## src/rtl/free_list_reclaim_ctrl_if.sv

```systemverilog
// Bundle between the ROB/flush logic, the reclaim controller and the
// physical-register free list.
//
// slave  : the reclaim controller (consumes flush/commit, drives free list)
// master : the environment (drives flush/commit, observes free-list side)
//
// Signals:
//   flush_req, flush_count, flush_phys      flush capture from ROB
//   commit_free_en, commit_free_phys        commit-time stale-mapping free
//   fl_free_en, fl_free_phys                free list normal free port
//   fl_flush_free_count, fl_flush_free_phys free list flush-recovery port
//   rename_stall, busy, flush_done,
//   flush_overrun, pending                  status
interface free_list_reclaim_ctrl_if #(
  parameter int PHYS_W = 6,
  parameter int DEPTH  = 16
);
  logic                          flush_req;
  logic [4:0]                    flush_count;
  logic [DEPTH-1:0][PHYS_W-1:0]  flush_phys;
  logic                          commit_free_en;
  logic [PHYS_W-1:0]             commit_free_phys;
  logic                          fl_free_en;
  logic [PHYS_W-1:0]             fl_free_phys;
  logic [4:0]                    fl_flush_free_count;
  logic [DEPTH-1:0][PHYS_W-1:0]  fl_flush_free_phys;
  logic                          rename_stall;
  logic                          busy;
  logic                          flush_done;
  logic                          flush_overrun;
  logic [4:0]                    pending;

  modport master (
    output flush_req, flush_count, flush_phys, commit_free_en, commit_free_phys,
    input  fl_free_en, fl_free_phys, fl_flush_free_count, fl_flush_free_phys,
    input  rename_stall, busy, flush_done, flush_overrun, pending
  );

  modport slave (
    input  flush_req, flush_count, flush_phys, commit_free_en, commit_free_phys,
    output fl_free_en, fl_free_phys, fl_flush_free_count, fl_flush_free_phys,
    output rename_stall, busy, flush_done, flush_overrun, pending
  );
endinterface

```

## src/rtl/free_list_reclaim_ctrl.sv

```systemverilog
// Flush reclaim sequencer for the physical-register free list.
// On flush_req it captures up to DEPTH squashed destination registers and
// drains them into the free list's flush-recovery port, at most DRAIN_W per
// cycle, stalling rename until recovery is complete. Commit-time frees are
// forwarded through a one-cycle register stage in every state.
//
// Ports:
//   clk  : clock, rising edge
//   rst  : asynchronous active-high reset
//   bus  : free_list_reclaim_ctrl_if.slave (flush capture, commit free,
//          free-list ports and status)
//
// state | meaning
// IDLE  | waiting for flush_req; commit forwarding only
// DRAIN | returning min(remaining, DRAIN_W) captured registers per cycle
// DONE  | one-cycle flush_done pulse, rename still stalled
module free_list_reclaim_ctrl #(
  parameter int PHYS_W  = 6,
  parameter int DEPTH   = 16,
  parameter int DRAIN_W = 4
) (
  input  logic clk,
  input  logic rst,
  free_list_reclaim_ctrl_if.slave bus
);

  typedef enum logic [1:0] {
    IDLE  = 2'd0,
    DRAIN = 2'd1,
    DONE  = 2'd2
  } state_t;

  localparam int          IDX_W   = (DEPTH > 1) ? $clog2(DEPTH) : 1;
  localparam logic [4:0]  DEPTH_C = 5'(DEPTH);
  localparam logic [4:0]  DRAIN_C = 5'(DRAIN_W);

  state_t                       state;
  logic [4:0]                   remaining;
  logic [4:0]                   rd_ptr;
  logic [DEPTH-1:0][PHYS_W-1:0] buf_q;
  logic                         overrun_q;
  logic                         free_en_q;
  logic [PHYS_W-1:0]            free_phys_q;

  logic [4:0]                   flush_len;
  logic [4:0]                   beat;
  logic [4:0]                   slot;
  logic [DEPTH-1:0][PHYS_W-1:0] drain_phys;

  always_comb begin
    flush_len = (bus.flush_count > DEPTH_C) ? DEPTH_C : bus.flush_count;
    beat      = '0;
    if (state == DRAIN) begin
      beat = (remaining > DRAIN_C) ? DRAIN_C : remaining;
    end
  end

  // Slots at or beyond the beat size stay zero so the free list can ignore
  // them regardless of how it decodes the count.
  always_comb begin
    drain_phys = '0;
    slot       = '0;
    for (int i = 0; i < DRAIN_W; i++) begin
      slot = rd_ptr + 5'(i);
      if ((5'(i) < beat) && (slot < DEPTH_C)) begin
        drain_phys[i] = buf_q[slot[IDX_W-1:0]];
      end
    end
  end

  always_ff @(posedge clk or posedge rst) begin
    if (rst) begin
      state       <= IDLE;
      remaining   <= '0;
      rd_ptr      <= '0;
      buf_q       <= '0;
      overrun_q   <= 1'b0;
      free_en_q   <= 1'b0;
      free_phys_q <= '0;
    end else begin
      free_en_q   <= bus.commit_free_en;
      free_phys_q <= bus.commit_free_phys;
      // A request is only accepted in IDLE; anywhere else it is reported.
      overrun_q   <= bus.flush_req && (state != IDLE);

      case (state)
        IDLE: begin
          if (bus.flush_req) begin
            remaining <= flush_len;
            buf_q     <= bus.flush_phys;
            rd_ptr    <= '0;
            state     <= (flush_len != '0) ? DRAIN : DONE;
          end
        end
        DRAIN: begin
          rd_ptr    <= rd_ptr + beat;
          remaining <= remaining - beat;
          if (remaining == beat) begin
            state <= DONE;
          end
        end
        DONE: begin
          state <= IDLE;
        end
        default: begin
          state <= IDLE;
        end
      endcase
    end
  end

  assign bus.fl_free_en          = free_en_q;
  assign bus.fl_free_phys        = free_phys_q;
  assign bus.fl_flush_free_count = beat;
  assign bus.fl_flush_free_phys  = drain_phys;
  assign bus.busy                = (state != IDLE);
  assign bus.rename_stall        = bus.flush_req | (state != IDLE);
  assign bus.flush_done          = (state == DONE);
  assign bus.flush_overrun       = overrun_q;
  assign bus.pending             = remaining;

endmodule
```

## src/flat_wrapper.sv

```systemverilog
// flat-port wrapper written by rule: the top's interface ports become plain ports
module free_list_reclaim_ctrl_flat 
#(
  parameter int PHYS_W  = 6,
  parameter int DEPTH   = 16,
  parameter int DRAIN_W = 4
)
  (clk, rst, bus_flush_req, bus_flush_count, bus_flush_phys, bus_commit_free_en, bus_commit_free_phys, bus_fl_free_en, bus_fl_free_phys, bus_fl_flush_free_count, bus_fl_flush_free_phys, bus_rename_stall, bus_busy, bus_flush_done, bus_flush_overrun, bus_pending);
  free_list_reclaim_ctrl_if #(.PHYS_W(PHYS_W), .DEPTH(DEPTH)) bus_i ();
  input  logic clk;
  input  logic rst;
  input wire logic [$bits(bus_i.flush_req)-1:0] bus_flush_req;
  input wire logic [$bits(bus_i.flush_count)-1:0] bus_flush_count;
  input wire logic [$bits(bus_i.flush_phys)-1:0] bus_flush_phys;
  input wire logic [$bits(bus_i.commit_free_en)-1:0] bus_commit_free_en;
  input wire logic [$bits(bus_i.commit_free_phys)-1:0] bus_commit_free_phys;
  output wire logic [$bits(bus_i.fl_free_en)-1:0] bus_fl_free_en;
  output wire logic [$bits(bus_i.fl_free_phys)-1:0] bus_fl_free_phys;
  output wire logic [$bits(bus_i.fl_flush_free_count)-1:0] bus_fl_flush_free_count;
  output wire logic [$bits(bus_i.fl_flush_free_phys)-1:0] bus_fl_flush_free_phys;
  output wire logic [$bits(bus_i.rename_stall)-1:0] bus_rename_stall;
  output wire logic [$bits(bus_i.busy)-1:0] bus_busy;
  output wire logic [$bits(bus_i.flush_done)-1:0] bus_flush_done;
  output wire logic [$bits(bus_i.flush_overrun)-1:0] bus_flush_overrun;
  output wire logic [$bits(bus_i.pending)-1:0] bus_pending;
  assign bus_i.flush_req = bus_flush_req;
  assign bus_i.flush_count = bus_flush_count;
  assign bus_i.flush_phys = bus_flush_phys;
  assign bus_i.commit_free_en = bus_commit_free_en;
  assign bus_i.commit_free_phys = bus_commit_free_phys;
  assign bus_fl_free_en = bus_i.fl_free_en;
  assign bus_fl_free_phys = bus_i.fl_free_phys;
  assign bus_fl_flush_free_count = bus_i.fl_flush_free_count;
  assign bus_fl_flush_free_phys = bus_i.fl_flush_free_phys;
  assign bus_rename_stall = bus_i.rename_stall;
  assign bus_busy = bus_i.busy;
  assign bus_flush_done = bus_i.flush_done;
  assign bus_flush_overrun = bus_i.flush_overrun;
  assign bus_pending = bus_i.pending;
  free_list_reclaim_ctrl #(.PHYS_W(PHYS_W), .DEPTH(DEPTH), .DRAIN_W(DRAIN_W)) u_core (.clk(clk), .rst(rst), .bus(bus_i));
endmodule
```

## config.mk

```make
export PLATFORM = sky130hd
export DESIGN_NAME = free_list_reclaim_ctrl_flat
export DESIGN_NICKNAME = d
export VERILOG_FILES = /design/src/rtl/free_list_reclaim_ctrl_if.sv /design/src/rtl/free_list_reclaim_ctrl.sv /design/src/flat_wrapper.sv
export SDC_FILE = /design/constraint.sdc
export NUM_CORES = 1
export LEC_CHECK = 0
export BUFFER_PORTS_ARGS = -buffer_cell sky130_fd_sc_hd__buf_2
export CORE_MARGIN = 5
export CORE_UTILIZATION = 55
export DETAILED_ROUTE_END_ITERATION = 12
export PLACE_DENSITY_LB_ADDON = 0.25
export SYNTH_ARGS = -nofsm -noshare
export SYNTH_HDL_FRONTEND = slang
export SYNTH_SLANG_ARGS = --single-unit
export TNS_END_PERCENT = 20
```

## constraint.sdc

```tcl
create_clock -name clk -period 6.2 [get_ports clk]
set_clock_uncertainty 0.1 [all_clocks]
set_input_delay 0.93 -clock clk [delete_from_list [all_inputs] [get_ports clk]]
set_output_delay 0.93 -clock clk [all_outputs]
set_load 0.1 [all_outputs]
```

==> flow_summary.yaml <==
clocking:
  post_cts_buffers: 0
  post_cts_resize_count: 0
  insertion_delay_ps: 420
  cts_hold_buffers: 0
  clk_path_buf_depth: 2
  cts_made_buffers: 17
  root_buffer: "clkbuf_16"
  htree_levels: 4
  clkSinkCount: 116
  clk_pin_slew_ps: 60
  cts_tree: "yes"
synth:
  synthCells: 910
  synth_area_um2: 8280
  avgSynthCellArea_um2: 9.10
  ys_seq_area_frac: 0.351
  synth_ff_type: "dfrtp_1"
  synth_cell_type_count: 50
  ys_seq_elements: 116
  ys_warn_count: 0
  synth-async-reset-ratio: 1.00
  synth_edf_count: 0
floorplan:
  coreArea_um2: 14600
  die_x_um: 133
  ios: 228
  die-area_um2: 17600
  std_cell_rows: 44
  die_h_um: 133
  start_util: 0.565
finish:
  final_common_cell: "nand2_1"
  drive_gt1_frac: 0.250
  layout.nets: 1158
  antennaDiodeCount: 0
  syn2layout_area_growth_pct: 12.3
  final_cell_mix: "357 x nand2_1, 153 x buf_2, 115 x dfrtp_1, 76 x conb_1, 57 x mux2i_1"
placed_design:
  gp_congestion: 0.957
  dpl.hpwl_mm: 16.5
  port_buffers: 153
global_routing:
  grt_pass1_vias: 6718
  grt_use_total: 0.253
  antenna_found_initial: 0
  grt_max_degree: 99
  grt_pass1_wl_mm: 35.5
  grt-ovfl-total: 0
sta:
  fin_tns_setup_ps: 0
  worst_pin_slew_ps: 1220
  timing.fmax_mhz: 196
  finalSetupViolCount: 0
  rsz0062_at_grt: "false"
  post-route-period-util: 0.823
  finalMaxSlewViolations: 0
  final.min_clock_period_ps: 5100
  hold_viol: 0
  max-slew-margin-rel: 0.181
route:
  wirelength_mm: 22.2
  drc: 0
  post_drt_wl_per_cell_um: 18.0
  viasPerCell: 5.69
  vias: 6993
  drt_first_pass_iters: 5
  postRouteAntennaNets: 0
  drt_iter0_drc: 627
min_path:
  min_to: "u_core.buf_q[8]"
  hp-start: "u_core.buf_q[8]"
  whs_path_depth: 2
  hold_class: "reg2reg"
worst_setup_path:
  r2r_cells: 9
  r2r_end: "u_core.bus.pending[4]"
  cpPeakStageDelay_ps: 1090
  crit_arrival_ps: 4070
  crit_path_end_kind: "output port"
  worstSetupStartpointType: "flip-flop"
  worstSetupPathType: "reg2out"
  cpMaxStageDelayCell: "dfrtp_4"
  reg2reg_from: "u_core.state[0]"
  required_ps: 5170
  r2r_slack_ps: 3120
  crit_chain: "inv_1 > ha_1 > xor2_2 > mux2i_1 > a32oi_1 > a31oi_1 > buf_2"
  worstPathMaxFanout: 64
run_status:
  status: "complete, no violations"
flow_run:
  cap_violations: 0
flip-flops by register name, indices dropped and copies added, names as in the netlist:
register                  count
u_core.bus.fl_free_en         1
u_core.bus.pending            5
u_core.bus.flush_overrun      1
u_core.rd_ptr                 5
u_core.buf_q                 96
u_core.bus.fl_free_phys       6
u_core.state                  2
worst max-delay path by stage:
stage / start / endpoint / slack, ps
2_1_floorplan: u_core.bus.pending[2] / bus_fl_flush_free_phys[18] / 530
3_3_place_gp: u_core.rd_ptr[0] / bus_fl_flush_free_phys[20] / 1690
3_5_place_dp: u_core.rd_ptr[0] / bus_fl_flush_free_phys[20] / 1570
4_1_cts: u_core.rd_ptr[0] / bus_fl_flush_free_phys[20] / 1100
5_1_grt: u_core.rd_ptr[0] / bus_fl_flush_free_phys[20] / 810
6_report: u_core.rd_ptr[0] / bus_fl_flush_free_phys[20] / 1100
metrics by stage:
stage / utilization / hold slack [ps] / instances / area [µm²] / worst slack, ps
CTS: 0.635 / 433 / 1230 / 9300 / 1100
finish: 0.635 / 426 / 1230 / 9300 / 1100
detailed placement: 0.597 / 413 / 1198 / 8740 / 1570
global placement: 0.597 / 399 / 1198 / 8740 / 1690
global route: 0.635 / 461 / 1230 / 9300 / 806
floorplan: - / 372 / 984 / 8560 / 525
synthesized netlist by cell type, types with 10 or more instances:
master    instances  area share
nand2_1         357        0.16
dfrtp_1         116        0.35
buf_4            81       0.073
mux2i_1          57       0.069
mux4_2           54        0.15
a22oi_1          28       0.025
nand3_1          28       0.017
buf_2            22       0.013
a21oi_1          16      0.0097
clkbuf_1         13      0.0059
ha_1             12       0.018
nor2_1           12      0.0054
a31oi_1          10      0.0076
a32oi_1          10       0.011
final cells by class:
cell class              count  area (µm²)
fillers                  1275        5350
multi-input cells         731        4770
flip-flops and latches    116        2910
repair buffers            158         803
clock buffers              19         453
well taps                 184         230
clock inverters            13         100
inverters                   9        36.3
critical path: cells and delay by family (launching register included):
family,cells,cell delay [ps]
AO/OA/AOI/OAI,2,410
XOR/XNOR,1,880
adder cells (fa/ha/maj),1,320
buffers and inverters,2,650
flip-flops,1,1090
multiplexers,1,290
per-layer routing:
metal | share of wire | wire (µm) | track usage
met1 | 0.41 | 9190 | 0.350
met2 | 0.47 | 10500 | 0.398
met3 | 0.088 | 1940 | 0.0588
met4 | 0.024 | 537 | 0.0803
met5 | 0 | 0 | 0
logic make-up after synthesis:
group / count (synthesis) / share of synthesized area
fa+ha+maj: 14 / 0.0230
flops: 116 / 0.351
buf+inv: 137 / 0.110
compound gates: 88 / 0.0734
mux: 116 / 0.223
simple gates: 427 / 0.209
other cells: 2 / 0.000907
xor+xnor: 10 / 0.0115
Power is not shown: default switching activity piles up to over one toggle a cycle in this logic, so the estimate is an artifact.
